<file path="src/rtl/imem_loader_pkg.sv">
// Shared definitions for the instruction-memory loader.
//   state_e    : loader FSM states (3-bit encoding, 8 states)
//   LEN_BYTES  : number of length bytes at the head of a stream
//   WORD_BYTES : number of bytes per instruction word
//   is_busy()  : true for the states in which a load is in progress
package imem_loader_pkg;

    typedef enum logic [2:0] {
        S_IDLE   = 3'd0,
        S_LEN_HI = 3'd1,
        S_LEN_LO = 3'd2,
        S_DATA   = 3'd3,
        S_WRITE  = 3'd4,
        S_CHECK  = 3'd5,
        S_DONE   = 3'd6,
        S_ERROR  = 3'd7
    } state_e;

    localparam int LEN_BYTES  = 2;
    localparam int WORD_BYTES = 4;

    function automatic logic is_busy(input state_e s);
        return (s == S_LEN_HI) || (s == S_LEN_LO) || (s == S_DATA) ||
               (s == S_WRITE)  || (s == S_CHECK);
    endfunction

endpackage

</file>
<file path="src/rtl/loader_word_asm.sv">
// Byte-to-word assembler with running XOR checksum.
//   clk, rst_n : clock, async active-low reset
//   clear      : zero the byte index and checksum (start of a load)
//   shift      : accept byte_in this cycle
//   byte_in    : data byte
//   word       : assembled big-endian word (first byte ends up in [31:24])
//   byte_idx   : position of the next byte within the word
//   csum       : XOR of all bytes shifted since the last clear
//   last_byte  : this shift completes a word
module loader_word_asm
    import imem_loader_pkg::*;
(
    input  logic        clk,
    input  logic        rst_n,
    input  logic        clear,
    input  logic        shift,
    input  logic [7:0]  byte_in,
    output logic [31:0] word,
    output logic [1:0]  byte_idx,
    output logic [7:0]  csum,
    output logic        last_byte
);

    assign last_byte = shift && (byte_idx == 2'(WORD_BYTES - 1));

    always_ff @(posedge clk or negedge rst_n) begin
        if (!rst_n) begin
            word     <= '0;
            byte_idx <= '0;
            csum     <= '0;
        end else if (clear) begin
            byte_idx <= '0;
            csum     <= '0;
        end else if (shift) begin
            // Shifting left makes the first byte of the word land in [31:24].
            word     <= {word[23:0], byte_in};
            csum     <= csum ^ byte_in;
            // Index wraps to 0 after the fourth byte.
            byte_idx <= byte_idx + 2'd1;
        end
    end

endmodule

</file>
<file path="src/rtl/imem_loader.sv">
// Streams a length-prefixed, checksummed program image into instruction
// memory while holding the CPU pipeline in reset.
//   clk, rst_n        : clock, async active-low reset
//   start             : begin a load (ignored while busy)
//   abort             : cancel a load in progress
//   byte_in/valid     : input byte stream; byte_ready is the handshake
//   imem_we/addr/wdata: instruction-memory write port
//   cpu_hold          : keep the CPU pipeline in reset
//   done / error      : outcome of the last load
//   word_count        : words written in the current or last load
module imem_loader
    import imem_loader_pkg::*;
#(
    parameter int ADDR_W = 8
) (
    input  logic              clk,
    input  logic              rst_n,
    input  logic              start,
    input  logic              abort,
    input  logic [7:0]        byte_in,
    input  logic              byte_valid,
    output logic              byte_ready,
    output logic              imem_we,
    output logic [ADDR_W-1:0] imem_addr,
    output logic [31:0]       imem_wdata,
    output logic              cpu_hold,
    output logic              done,
    output logic              error,
    output logic [ADDR_W:0]   word_count
);

    localparam logic [16:0] MAX_WORDS = 17'd1 << ADDR_W;

    state_e      state, state_nx;
    logic [15:0] len_q;
    logic        busy, xfer, clear, shift, last_byte;
    logic [1:0]  byte_idx;
    logic [7:0]  csum;
    logic [15:0] len_now;
    logic [16:0] wc_inc;

    assign busy    = is_busy(state);
    assign xfer    = byte_valid && byte_ready;
    assign len_now = {len_q[15:8], byte_in};
    assign wc_inc  = 17'(word_count) + 17'd1;

    loader_word_asm u_asm (
        .clk       (clk),
        .rst_n     (rst_n),
        .clear     (clear),
        .shift     (shift),
        .byte_in   (byte_in),
        .word      (imem_wdata),
        .byte_idx  (byte_idx),
        .csum      (csum),
        .last_byte (last_byte)
    );

    always_ff @(posedge clk or negedge rst_n) begin
        if (!rst_n) state <= S_IDLE;
        else        state <= state_nx;
    end

    always_comb begin
        state_nx = state;
        clear    = 1'b0;
        shift    = 1'b0;
        if (busy && abort) begin
            // Abort wins over any byte transfer in the same cycle.
            state_nx = S_IDLE;
        end else begin
            case (state)
                S_IDLE, S_DONE, S_ERROR: begin
                    if (start) begin
                        state_nx = S_LEN_HI;
                        clear    = 1'b1;
                    end
                end
                S_LEN_HI: if (xfer) state_nx = S_LEN_LO;
                S_LEN_LO: begin
                    if (xfer) begin
                        if (len_now == 16'd0)                state_nx = S_CHECK;
                        else if (17'(len_now) > MAX_WORDS)   state_nx = S_ERROR;
                        else                                 state_nx = S_DATA;
                    end
                end
                S_DATA: begin
                    shift = xfer;
                    if (last_byte) state_nx = S_WRITE;
                end
                S_WRITE: state_nx = (wc_inc < 17'(len_q)) ? S_DATA : S_CHECK;
                S_CHECK: begin
                    if (xfer) state_nx = (byte_in == csum) ? S_DONE : S_ERROR;
                end
                default: state_nx = S_IDLE;
            endcase
        end
    end

    always_ff @(posedge clk or negedge rst_n) begin
        if (!rst_n) begin
            len_q      <= '0;
            word_count <= '0;
        end else if (clear) begin
            word_count <= '0;
        end else if (!(busy && abort)) begin
            if (state == S_LEN_HI && xfer) len_q[15:8] <= byte_in;
            if (state == S_LEN_LO && xfer) len_q[7:0]  <= byte_in;
            if (state == S_WRITE)          word_count  <= word_count + 1'b1;
        end
    end

    assign byte_ready = (state == S_LEN_HI) || (state == S_LEN_LO) ||
                        (state == S_DATA)   || (state == S_CHECK);
    assign imem_we    = (state == S_WRITE) && !abort;
    assign imem_addr  = word_count[ADDR_W-1:0];
    assign cpu_hold   = busy || (state == S_ERROR);
    assign done       = (state == S_DONE);
    assign error      = (state == S_ERROR);

endmodule

</file>
<file path="config.mk">
export PLATFORM = sky130hd
export DESIGN_NAME = imem_loader
export DESIGN_NICKNAME = d
export VERILOG_FILES = /design/src/rtl/imem_loader_pkg.sv /design/src/rtl/loader_word_asm.sv /design/src/rtl/imem_loader.sv
export SDC_FILE = /design/constraint.sdc
export NUM_CORES = 1
export LEC_CHECK = 0
export ABC_AREA = 1
export BUFFER_PORTS_ARGS = -buffer_cell sky130_fd_sc_hd__buf_2
export CAP_MARGIN = 20
export CORE_MARGIN = 2
export CORE_UTILIZATION = 45
export DETAILED_ROUTE_END_ITERATION = 10
export PLACE_DENSITY_LB_ADDON = 0.3
export SYNTH_ARGS = -nofsm -noshare
export SYNTH_HDL_FRONTEND = slang
export SYNTH_SLANG_ARGS = --single-unit
export TNS_END_PERCENT = 5
</file>
<file path="constraint.sdc">
create_clock -name clk -period 2.7 [get_ports clk]
set_clock_uncertainty 0.15 [all_clocks]
set_input_delay 0.81 -clock clk [delete_from_list [all_inputs] [get_ports clk]]
set_output_delay 0.81 -clock clk [all_outputs]
set_load 0.05 [all_outputs]
</file>
# Word-level counts from Yosys, hierarchy flattened
# Index checks and enable logic that the tools add are counted.
word_totals:
  register_bits: 70
  inputBits: 13
  wordCells: 76
op_classes:
  n_addsub: 3
  n_lt_le_gt_ge: 2
  eq_ne: 15
  mux: 23
  bitwise_logic: 3
  n_reduce_logical: 23
ops:
  columns: ["op", "n"]
  rows:
  - ["two-way mux 3 bit", 9]
  - ["two-way mux 9 bit", 3]
  - ["case mux 3 bit (6 select lines)", 1]
  - ["> comparator 16 x 9 -> 1 bit, second input constant", 1]
  - ["logical NOT 16 bit", 1]
  - ["< comparator 10 x 16 -> 1 bit", 1]
  - ["two-way mux 8 bit", 2]
  - ["== test 3 bit, second input constant", 4]
  - ["adder 9 x 1 -> 10 bit, second input constant", 1]
  - ["adder 9 x 1 -> 9 bit, second input constant", 1]
  - ["inequality test 3 x 2 -> 1 bit, second input constant", 3]
  - ["== test 8 bit", 1]
  - ["XOR 8 bit", 1]
  - ["== test 3 x 2 -> 1 bit, second input constant", 2]
  - ["logical AND 1 bit", 6]
  - ["logical OR 1 bit", 6]
  - ["two-way mux 1 bit", 6]
  - ["inequality test 3 bit, second input constant", 2]
  - ["AND reduction 3 bit", 2]
  - ["AND reduction 5 bit", 1]
  - ["two-way mux 2 bit", 2]
  - ["AND reduction 2 bit", 2]
  - ["nonzero test 2 bit", 2]
  - ["== test 3 x 1 -> 1 bit, second input constant", 1]
  - ["other kinds (7)", 8]

# Depth between registers and ports, before layout
# Gate-level depths: netlist of the first run.
depth:
  depth_word: 11
  mapped_depth: 19
  depth_no_buf: 19

# Hierarchy
# A second synthesis of the first run with hierarchy kept.
unflattened:
  hier_cells: 451
  hier_area_um2: 3737.3
by_module_without_submodules:
  columns: ["mod", "n_inst", "cells_per_inst", "area_each_um2", "seq_area_each_um2"]
  rows:
  - ["imem_loader", 1, 257, 1975.6, 700.7]
  - ["loader_word_asm", 1, 194, 1761.7, 1051.0]

# Least setup slack after synthesis of the first run
# Ideal clock, no wire load.
synth_timing:
  kind: "flip-flop to flip-flop"
  start: "register word_count[2]"
  end: "register state[2]"
  setup_ns: 0.116
  arrival_ns: 2.419
  required_ns: 2.434
  path_slack_ns: 0.015
  stages_incl_launch_ff: 18
  n_path_buf: 0
  path_cell_list: "dfrtp_1 -> inv_1 -> nor3_1 -> nand2_1 -> nor2_1 -> nand4_1 -> nand2_1 -> inv_1 -> ha_1 -> a21oi_1 -> o21a_1 -> nand2_1 -> nand2_1 -> nand2_1 -> nand2_1 -> nand2_1 -> nand2_1 -> nand2_1"
synth_between:
  elab_chain_len: 5
synth_lines:
  columns: ["element", "line_no", "source"]
  rows:
  - ["from (decl)", "imem_loader.sv:29", "output logic [ADDR_W:0] word_count"]
  - ["from (signal assigned)", "imem_loader.sv:109", "if (state == S_WRITE) word_count <= word_count + 1'b1;"]
  - ["adder 9 x 1 -> 10 bit", "imem_loader.sv:45", "assign wc_inc = 17'(word_count) + 17'd1;"]
  - ["< comparator 10 x 16 -> 1 bit", "imem_loader.sv:91", "S_WRITE: state_nx = (wc_inc < 17'(len_q)) ? S_DATA : S_CHECK;"]
  - ["two-way mux 3 bit", "imem_loader.sv:91", null]
  - ["case mux 3 bit (6 select lines)", "imem_loader.sv:72", "case (state)"]
  - ["two-way mux 3 bit", "imem_loader.sv:68", "if (busy && abort) begin"]
  - ["to (signal assigned)", "imem_loader.sv:61", "else state <= state_nx;"]
  - ["to (decl)", "imem_loader.sv:34", "state_e state, state_nx;"]
# Every way passes these cells.
# A chain may end at the register's enable or synchronous reset.

# Worst setup path after layout of the first run
layout_timing:
  start: "register state[1]"
  end: "output port cpu_hold"
layout_between:
  elab_chain_len: 6
  word_cells_on_any_way: 11
layout_lines:
  columns: ["element", "line_no", "source"]
  rows:
  - ["== test 3 x 1 -> 1 bit / == test 3 x 2 -> 1 bit (equally long branches)", "imem_loader_pkg.sv:23", "return (s == S_LEN_HI) || (s == S_LEN_LO) || (s == S_DATA) ||"]
  - ["logical OR 1 bit (3 in a row)", "imem_loader_pkg.sv:23", null]
  - ["logical OR 1 bit", "imem_loader_pkg.sv:24", "(s == S_WRITE) || (s == S_CHECK);"]
  - ["logical OR 1 bit (*)", "imem_loader.sv:117", "assign cpu_hold = busy || (state == S_ERROR);"]
  - ["to (decl)", "imem_loader.sv:26", "output logic cpu_hold,"]
# Mark *: on every way between the ends. The rest lies on a longest branch, timed or not.

==> results.ini, run 1 <==
[outcome]
status=finished, final reports clean

[synthesis]
yosysTopAreaCellShare_pct=48.44
synthArstFlopShare_pct=100.0
synth_cell_type_count=28
syn-cell-area_um2=3616
synth_ff_type=dfrtp_1
synth_nets=445
synth_area_leaders=dfrtp_1 (48%), nand2_1 (14%), o21ai_2 (5.6%), inv_1 (4.9%), ha_1 (3.8%)
avgSynthCellArea_um2=8.589
synth-seq-cells=70
synth_area_leader_cell=dfrtp_1
synthCells=421
synth_edf_count=0
yosysSeqAreaShare_pct=48.44
synth_warnings=0

[cells_and_area]
final_cell_area_um2=4195
drive_gt1_share_pct=27.70
final_common_cell=nand2_1
fillers=748
fin_nets=510
instances_no_fill=593
layout_common_cells=nand2_1 (136), dfrtp_1 (69), buf_2 (65)
synthToLayoutAreaGrowth_pct=16.02
antenna_cells=0

[worst_setup_path]
reg2reg_slack_ns=0.25
cp_max_fo=6
crit_path_max_incr_delay_ns=0.46
worstSetupEndpointType=output pin
path_delay_family=flip-flops
cp.depth=4
crit_arrival_ns=1.66
ff2ff_path_depth=17
cp_num_buf_inv=1
worst-setup-path-type=register to output pin
cp_slowest_cell=dfrtp_1
path_cells=o21ai_2 -> nand2_4 -> or2_2 -> buf_2
cp.required_ns=1.74
critPathLaunchType=register

[cts]
cts_tree=yes
clock-sinks=70
cts.reportedPaths.clkPinSlew_ns=0.08
cts.hold.buffers_added=0
root_buffer=clkbuf_8
clockBufferDepth=2
cts-htree-levels=3
cts_inserted_buffers=9
postCtsSetupBuffers=0
insertion_delay_ns=0.34

[routing]
drt_iter0_markers=95
drtAntennaViolNets=0
wl_met2_um=3754
vias_per_cell=4.853
wl_per_cell_um=12.81
drc=0
wl_met1_um=3526
maxUsedRoutingLayer=met4
dr.pass1.iters=4
wl_met3_um=243
wl_um=7594
vias=2878

[sta]
finalSetupViolCount=0
maxSlewHeadroom_pct=56.47
max_freq_mhz=381.3
finalCritPeriodShare_pct=97.14
min_period_ns=2.623
tightest_slew_ns=0.6530
rsz0062_at_grt=true
finalHoldWorstSlack_ns=0.3301
slew_viol_final=0
hold_viol_final=0

[die]
rows=32
die-area_um2=8768
die_width_um=93.64
coreArea_um2=7767
die_h_um=93.64
initial_core_util_pct=46.55
io_pins=67

[global_route]
antenna_found_initial=0
grt_pass1_vias=2822
grt_usage_pct=19.15
grt_pass1_wl_um=13220
grt-ovfl-total=0
grt_max_degree=32

[place]
dp.final_hpwl_um=5655
portBuffers=66
placed_cells=577
placed_area_um2=3975
place.gp.congestion=0.8127

[pwr]
leakagePower_nw=2.357
peakVddDrop_v=0.0003590
power_density_nw_per_um2=950.0

[min_path]
hp-class=register to register
hold_depth=2

[flow_run]
maxCapViolCount=0

final cells by class:
cell class	count	area (um^2)	share of cell area, %
repair buffers	73	397.9	9.484
clock buffers	10	137.6	3.281
inverters	53	201.4	4.802
clock inverters	6	68.82	1.640
multi-input cells	279	1509	35.97
flip-flops and latches	70	1753	41.78
well taps	102	127.6	3.042
through the flow:
stage               power, W  setup WS, ns   TNS [ns]  util [%]
finish              0.003986       0.07711          0     54.01
global route        0.004278     -0.002533  -0.002533     54.01
CTS                 0.004019       0.04456          0     53.87
detailed placement  0.003144        0.1624          0     51.18
global placement    0.003105        0.2583          0     51.18
floorplan           0.002783       0.01455          0         -
final timing paths:
check                                 endpoint      startpoint
worst max-delay path                  cpu_hold        state[1]
worst min-delay path            u_asm.word[30]  u_asm.word[30]
worst max register to register        state[2]   word_count[2]
worst min register to register  u_asm.word[30]  u_asm.word[30]
max in group asynchronous       u_asm.word[10]           rst_n
min in group asynchronous       u_asm.word[31]           rst_n
synthesized netlist by cell type, types with 4 or more instances:
cell type / number
o21ai_2: 23
buf_4: 10
nand2_2: 4
nor2_1: 22
o21ai_1: 6
xor2_1: 10
o22ai_1: 6
nand3_1: 23
inv_1: 47
dfrtp_1: 70
nand2_1: 136
a21oi_1: 5
o21ai_0: 13
ha_1: 11
inv_2: 5
buf_6: 7
state kept, by name (all words and copies together), names as in the netlist:
signal	cells
len_q	16
u_asm.csum	8
word_count	9
u_asm.word	32
u_asm.byte_idx	2
state	3
routing by layer:
metal  vias up  track usage [%]
li1       1442                -
met1      1391            26.54
met2        41            30.22
met3         4            4.029
met4         0            6.039
met5         -                0
power by group:
part           internal, W  leakage, nW  switching, W
logic             0.000450         1.32       0.00118
clock network     0.000456        0.103      0.000413
registers          0.00130        0.936      0.000190
logic make-up after synthesis:
logic type                 after synthesis  synth area share [%]
and+or+nand+nor                        200                 23.91
xor gates and xnor gates                13                 3.149
buffers and inverters                   72                 10.10
DFF                                     70                 48.44
adders and majority gates               11                 3.806
AOI/OAI and AO/OA                       55                 10.59
worst min-delay path, cell delays in order, from the launching register on:
cell,delay [ns]
dfrtp_1,0.35
nand2_1,0.05
nand2_1,0.05
timing repair:
item                                    CTS  global route
endpoints found under the setup margin    1             4
gates resized for setup                   1             4
gates cloned                              0             0
pin swaps                                 0             1
No activity file was read; power rests on OpenSTA's default activity.
==> inputs of run 2 (changes only) <==
Settings changed: CTS_BUF_LIST set to sky130_fd_sc_hd__clkbuf_8, GPL_TIMING_DRIVEN set to 0, SETUP_SLACK_MARGIN set to 0.02.
==> results.ini, run 2 (synthesis results as in run 1) <==
[routing]
wl_um=7800
drt_iter0_markers=141
wl_per_cell_um=12.91
drc=0
drtAntennaViolNets=0
vias=2932
vias_per_cell=4.854
dr.pass1.iters=4

[cells_and_area]
drive_gt1_share_pct=29.48
largest_register_ffs=32
layout_common_cells=nand2_1 (136), dfrtp_1 (69), buf_2 (66)
antenna_cells=0
instances_no_fill=604
final_common_cell=nand2_1
reg_top3=u_asm.word (32), len_q (16), word_count (9)
finalCoreUtilization_pct=55.93
fin_nets=522
synthToLayoutAreaGrowth_pct=20.14
regMostFlops=u_asm.word

[sta]
max_freq_mhz=379.2
finalSetupViolCount=0
hold_viol_final=0
tightest_slew_ns=0.8822
finalHoldWorstSlack_ns=0.3319
slew_viol_final=0
maxSlewHeadroom_pct=41.19
min_period_ns=2.637
finalCritPeriodShare_pct=97.67
tns_ns=0
rsz0062_at_grt=true

[pwr]
pwr-share-seq_pct=34.9
p_sw_share_pct=42.54
power_switching_w=0.001790
leakagePower_nw=2.438
p_int_w=0.002418
power_density_nw_per_um2=968.8
peakVddDrop_v=0.0004064
clkPwrFrac_pct=25.0
power_w=0.004209
comb_power_share_pct=40.1

[place]
dp.final_hpwl_um=5613
place.gp.congestion=0.8545
placed_cells=589
portBuffers=66

[worst_setup_path]
crit_arrival_ns=1.68
worstSetupEndpoint=imem_we
ff2ff_path_depth=17
cp.required_ns=1.74
cp_slowest_cell=dfrtp_1
critPathLaunchType=register
r2r-start=word_count[2]
cp.depth=6
reg2reg_slack_ns=0.22
worstSetupStartpoint=state[1]
worst-setup-path-type=register to output pin
crit_path_max_incr_delay_ns=0.47
cp_max_fo=8
path_delay_family=flip-flops
path_cells=nor2_2 -> inv_2 -> nor2_2 -> nand2_2 -> inv_2 -> buf_4
r2r_end=state[2]
cp_num_buf_inv=3
worstSetupEndpointType=output pin

[die]
die_width_um=93.64
io_pins=67
rows=32
die-area_um2=8768
coreArea_um2=7767
die_h_um=93.64
initial_core_util_pct=46.55

[outcome]
status=finished, final reports clean

[cts]
cts.repair.resized=2
postCtsSetupBuffers=0
cts_tree=yes
cts_inserted_buffers=9
cts.reportedPaths.clkPinSlew_ns=0.08
cts-htree-levels=3
root_buffer=clkbuf_8
clockBufferDepth=2
insertion_delay_ns=0.35
clock-sinks=70
cts.hold.buffers_added=0

[global_route]
grt-ovfl-total=0
grt_pass1_vias=2812
antenna_found_initial=0
grt_pass1_wl_um=12970
grt_usage_pct=19.03
grt_max_degree=71

[flow_run]
maxCapViolCount=0

[min_path]
hp-class=register to register

-- run 2: changes by cell type in the layout (fill, tap and decap cells not counted), sizes merged --
cell and change:
buf +12, bufinv +2, clkinv -3
-- run 2: tightest hold or removal path: cells and delay by family (launching register included) --
| kind | cells | cell delay [ns] |
|---|---|---|
| flip-flops | 1 | 0.35 |
| AND/OR/NAND/NOR | 2 | 0.10 |
-- run 2: metal layers --
metal  GRT usage (%)  share of wire, %  up-vias
met2           31.71                49       46
met5               0                 0        -
met4           7.246               1.6        0
met1           24.60                46     1399
li1                -                 -     1477
met3           3.626               3.4       10
-- run 2: cell type report --
type	count	area (um^2)
Fill cell	722	3423
Buffer	19	163.9
Clock inverter	5	106.4
Timing Repair Buffer	66	335.3
Clock buffer	10	137.6
Sequential cell	70	1753
Tap cell	102	127.6
Multi-Input combinational cell	279	1519
Inverter	53	201.4
-- run 2: power groups by stage --
| stage | logic, W | clock network, W | registers [W] |
|---|---|---|---|
| final | 0.00169 | 0.00105 | 0.00147 |
| after global routing | 0.00186 | 0.00111 | 0.00150 |
| after CTS | 0.00170 | 0.00106 | 0.00147 |
| after detailed placement | 0.00169 | 0 | 0.00149 |
| after global placement | 0.00165 | 0 | 0.00148 |
| after floorplan | 0.000931 | 0 | 0.00185 |
-- run 2: how the worst min path moves through the flow --
stage	from	end	slack [ns]	cells past startpoint
floorplan	len_q[1]	len_q[1]	0.30	2
detailed placement	u_asm.word[30]	u_asm.word[30]	0.31	2
global route	len_q[2]	len_q[2]	0.37	2
finish	u_asm.word[30]	u_asm.word[30]	0.33	2
CTS	u_asm.word[30]	u_asm.word[30]	0.33	2
global placement	u_asm.word[30]	u_asm.word[30]	0.31	2
-- run 2: metrics by stage --
step | worst slack, ns | area [um^2]
after floorplan | 0.05778 | 3617
after global placement | 0.1600 | 4075
after detailed placement | 0.1299 | 4078
after CTS | 0.06610 | 4327
after global routing | -0.03077 | 4344
final | 0.06282 | 4344
==> inputs of run 3 (changes only) <==
--- a/config.mk
+++ b/config.mk
@@ -10,5 +10,5 @@
 export CAP_MARGIN = 20
 export CORE_MARGIN = 2
-export CORE_UTILIZATION = 45
+export CORE_UTILIZATION = 40
 export CTS_BUF_LIST = sky130_fd_sc_hd__clkbuf_8
 export DETAILED_ROUTE_END_ITERATION = 10
==> constraint.sdc (replaced) <==
create_clock -name clk -period 2.7 [get_ports clk]
set_clock_uncertainty 0.15 [all_clocks]
set_input_delay 0 -clock clk [delete_from_list [all_inputs] [get_ports clk]]
set_output_delay 0 -clock clk [all_outputs]
set_load 0.05 [all_outputs]
==> results.ini, run 3 (synthesis results as in run 1) <==
[cts]
clockBufferDepth=2
cts_tree=yes
insertion_delay_ns=0.34
root_buffer=clkbuf_8
cts.reportedPaths.clkPinSlew_ns=0.08
cts_inserted_buffers=9
postCtsSetupBuffers=0
clock-sinks=70
cts-htree-levels=3

[sta]
min_period_ns=2.436
finalSetupViolCount=0
maxSlewHeadroom_pct=40.94
tightest_slew_ns=0.8859
tns_ns=0
max_freq_mhz=410.5
rsz0062_at_grt=false
finalCritPeriodShare_pct=90.22
slew_viol_final=0
hold_viol_final=0
finalHoldWorstSlack_ns=0.1718

[cells_and_area]
regMostFlops=u_asm.word
largest_register_ffs=32
final_common_cell=nand2_1
fin_nets=537
antenna_cells=0
reg_top3=u_asm.word (32), len_q (16), word_count (9)
synthToLayoutAreaGrowth_pct=22.80
instances_no_fill=625
drive_gt1_share_pct=28.43
fillers=849
finalCoreUtilization_pct=50.67
layout_common_cells=nand2_1 (136), dfrtp_1 (68), buf_2 (67)

[place]
placed_cells=595
place.gp.congestion=0.8443
dp.final_hpwl_um=5563
portBuffers=66

[global_route]
grt_usage_pct=16.42
grt_max_degree=71
grt-ovfl-total=0
antenna_found_initial=0
grt_pass1_vias=2795
grt_pass1_wl_um=12940

[routing]
drtAntennaViolNets=0
wl_met3_um=223
drt_iter0_markers=112
wl_per_cell_um=12.35
vias=2937
wl_met2_um=3574
drc=0
wl_um=7718
vias_per_cell=4.699
wl_met1_um=3788
maxUsedRoutingLayer=met4
dr.pass1.iters=4

[worst_setup_path]
crit_top_cell=nand2_1
reg2reg_slack_ns=0.26
crit_arrival_ns=2.52
critPathLaunchType=register
path_cells=inv_1 -> nor3_2 -> nand2_1 -> nor2_4 -> nand4_1 -> nand2_1 -> inv_1 -> ha_1 -> a21oi_1 -> o21a_1 -> nand2_1 -> nand2_1 -> nand2_1 -> nand2_1 -> nand2_1 -> nand2_1 -> nand2_1
cp.required_ns=2.78
cp_max_fo=5
worstSetupEndpointType=register
ff2ff_path_depth=17
cp_slowest_cell=dfrtp_2
worst-setup-path-type=register to register
crit_path_max_incr_delay_ns=0.40

[die]
io_pins=67
initial_core_util_pct=41.26
rows=34
die-area_um2=9817
die_width_um=99.08
coreArea_um2=8763
die_h_um=99.08

[flow_run]
maxCapViolCount=0

[pwr]
peakVddDrop_v=0.0004064
power_density_nw_per_um2=899.2
leakagePower_nw=2.482
power_w=0.003993

[outcome]
status=finished, final reports clean

[min_path]
hp-class=input pin to asynchronous set/reset pin

## run 3: cell count changes in the layout (fill, tap and decap cells not counted), moves of 2 or more
cell	change
nor2_2	-2
dlygate4sd3_1	+15
clkinv_2	+2
bufinv_16	-2
## run 3: critical path, delay by kind of cell, from the launching register on
kind | cells | cell delay, ns
AO/OA/AOI/OAI | 2 | 0.28
flip-flops | 1 | 0.40
AND/OR/NAND/NOR | 12 | 1.10
adder cells (fa/ha/maj) | 1 | 0.28
buffers and inverters | 2 | 0.12
## run 3: where the power goes
group	internal, W	switching, W	leakage [nW]
sequential	0.00130	0.000168	0.934
combinational	0.000491	0.00120	1.45
clock	0.000441	0.000394	0.0993
## run 3: through the flow
step	instance area [um^2]	setup slack, ns
floorplan	3617	0.05778
global placement	4083	0.1661
detailed placement	4085	0.08619
CTS	4424	0.07069
global route	4441	0.03127
finish	4441	0.2639
## run 3: path summary, 6_finish.rpt
kind                           startpoint        endpoint
max                         word_count[2]        state[2]
min                                 rst_n  u_asm.word[20]
max reg2reg                 word_count[2]        state[2]
min reg2reg                u_asm.word[30]  u_asm.word[30]
max in group asynchronous           rst_n   word_count[2]
min in group clk           u_asm.word[30]  u_asm.word[30]
## run 3: repair_timing
action | CTS | global route
endpoints found under the setup margin | 0 | 2
hold endpoints to repair | 112 | 0
gates resized for setup | 0 | 5
hold buffers | 15 | 0
## run 3: cell type report
cell class,instances,area [um^2],area share [%]
Timing Repair Buffer,81,483.0,10.88
Clock inverter,5,51.30,1.155
Sequential cell,70,1754,39.50
Clock buffer,10,137.6,3.099
Multi-Input combinational cell,279,1514,34.09
Inverter,53,201.4,4.536
Tap cell,108,135.1,3.043
Buffer,19,163.9,3.691
## run 3: per-layer routing
layer / up-vias / track usage (%)
met5: - / 0
li1: 1502 / -
met2: 37 / 25.21
met4: 0 / 6.955
met1: 1387 / 22.94
met3: 11 / 2.908
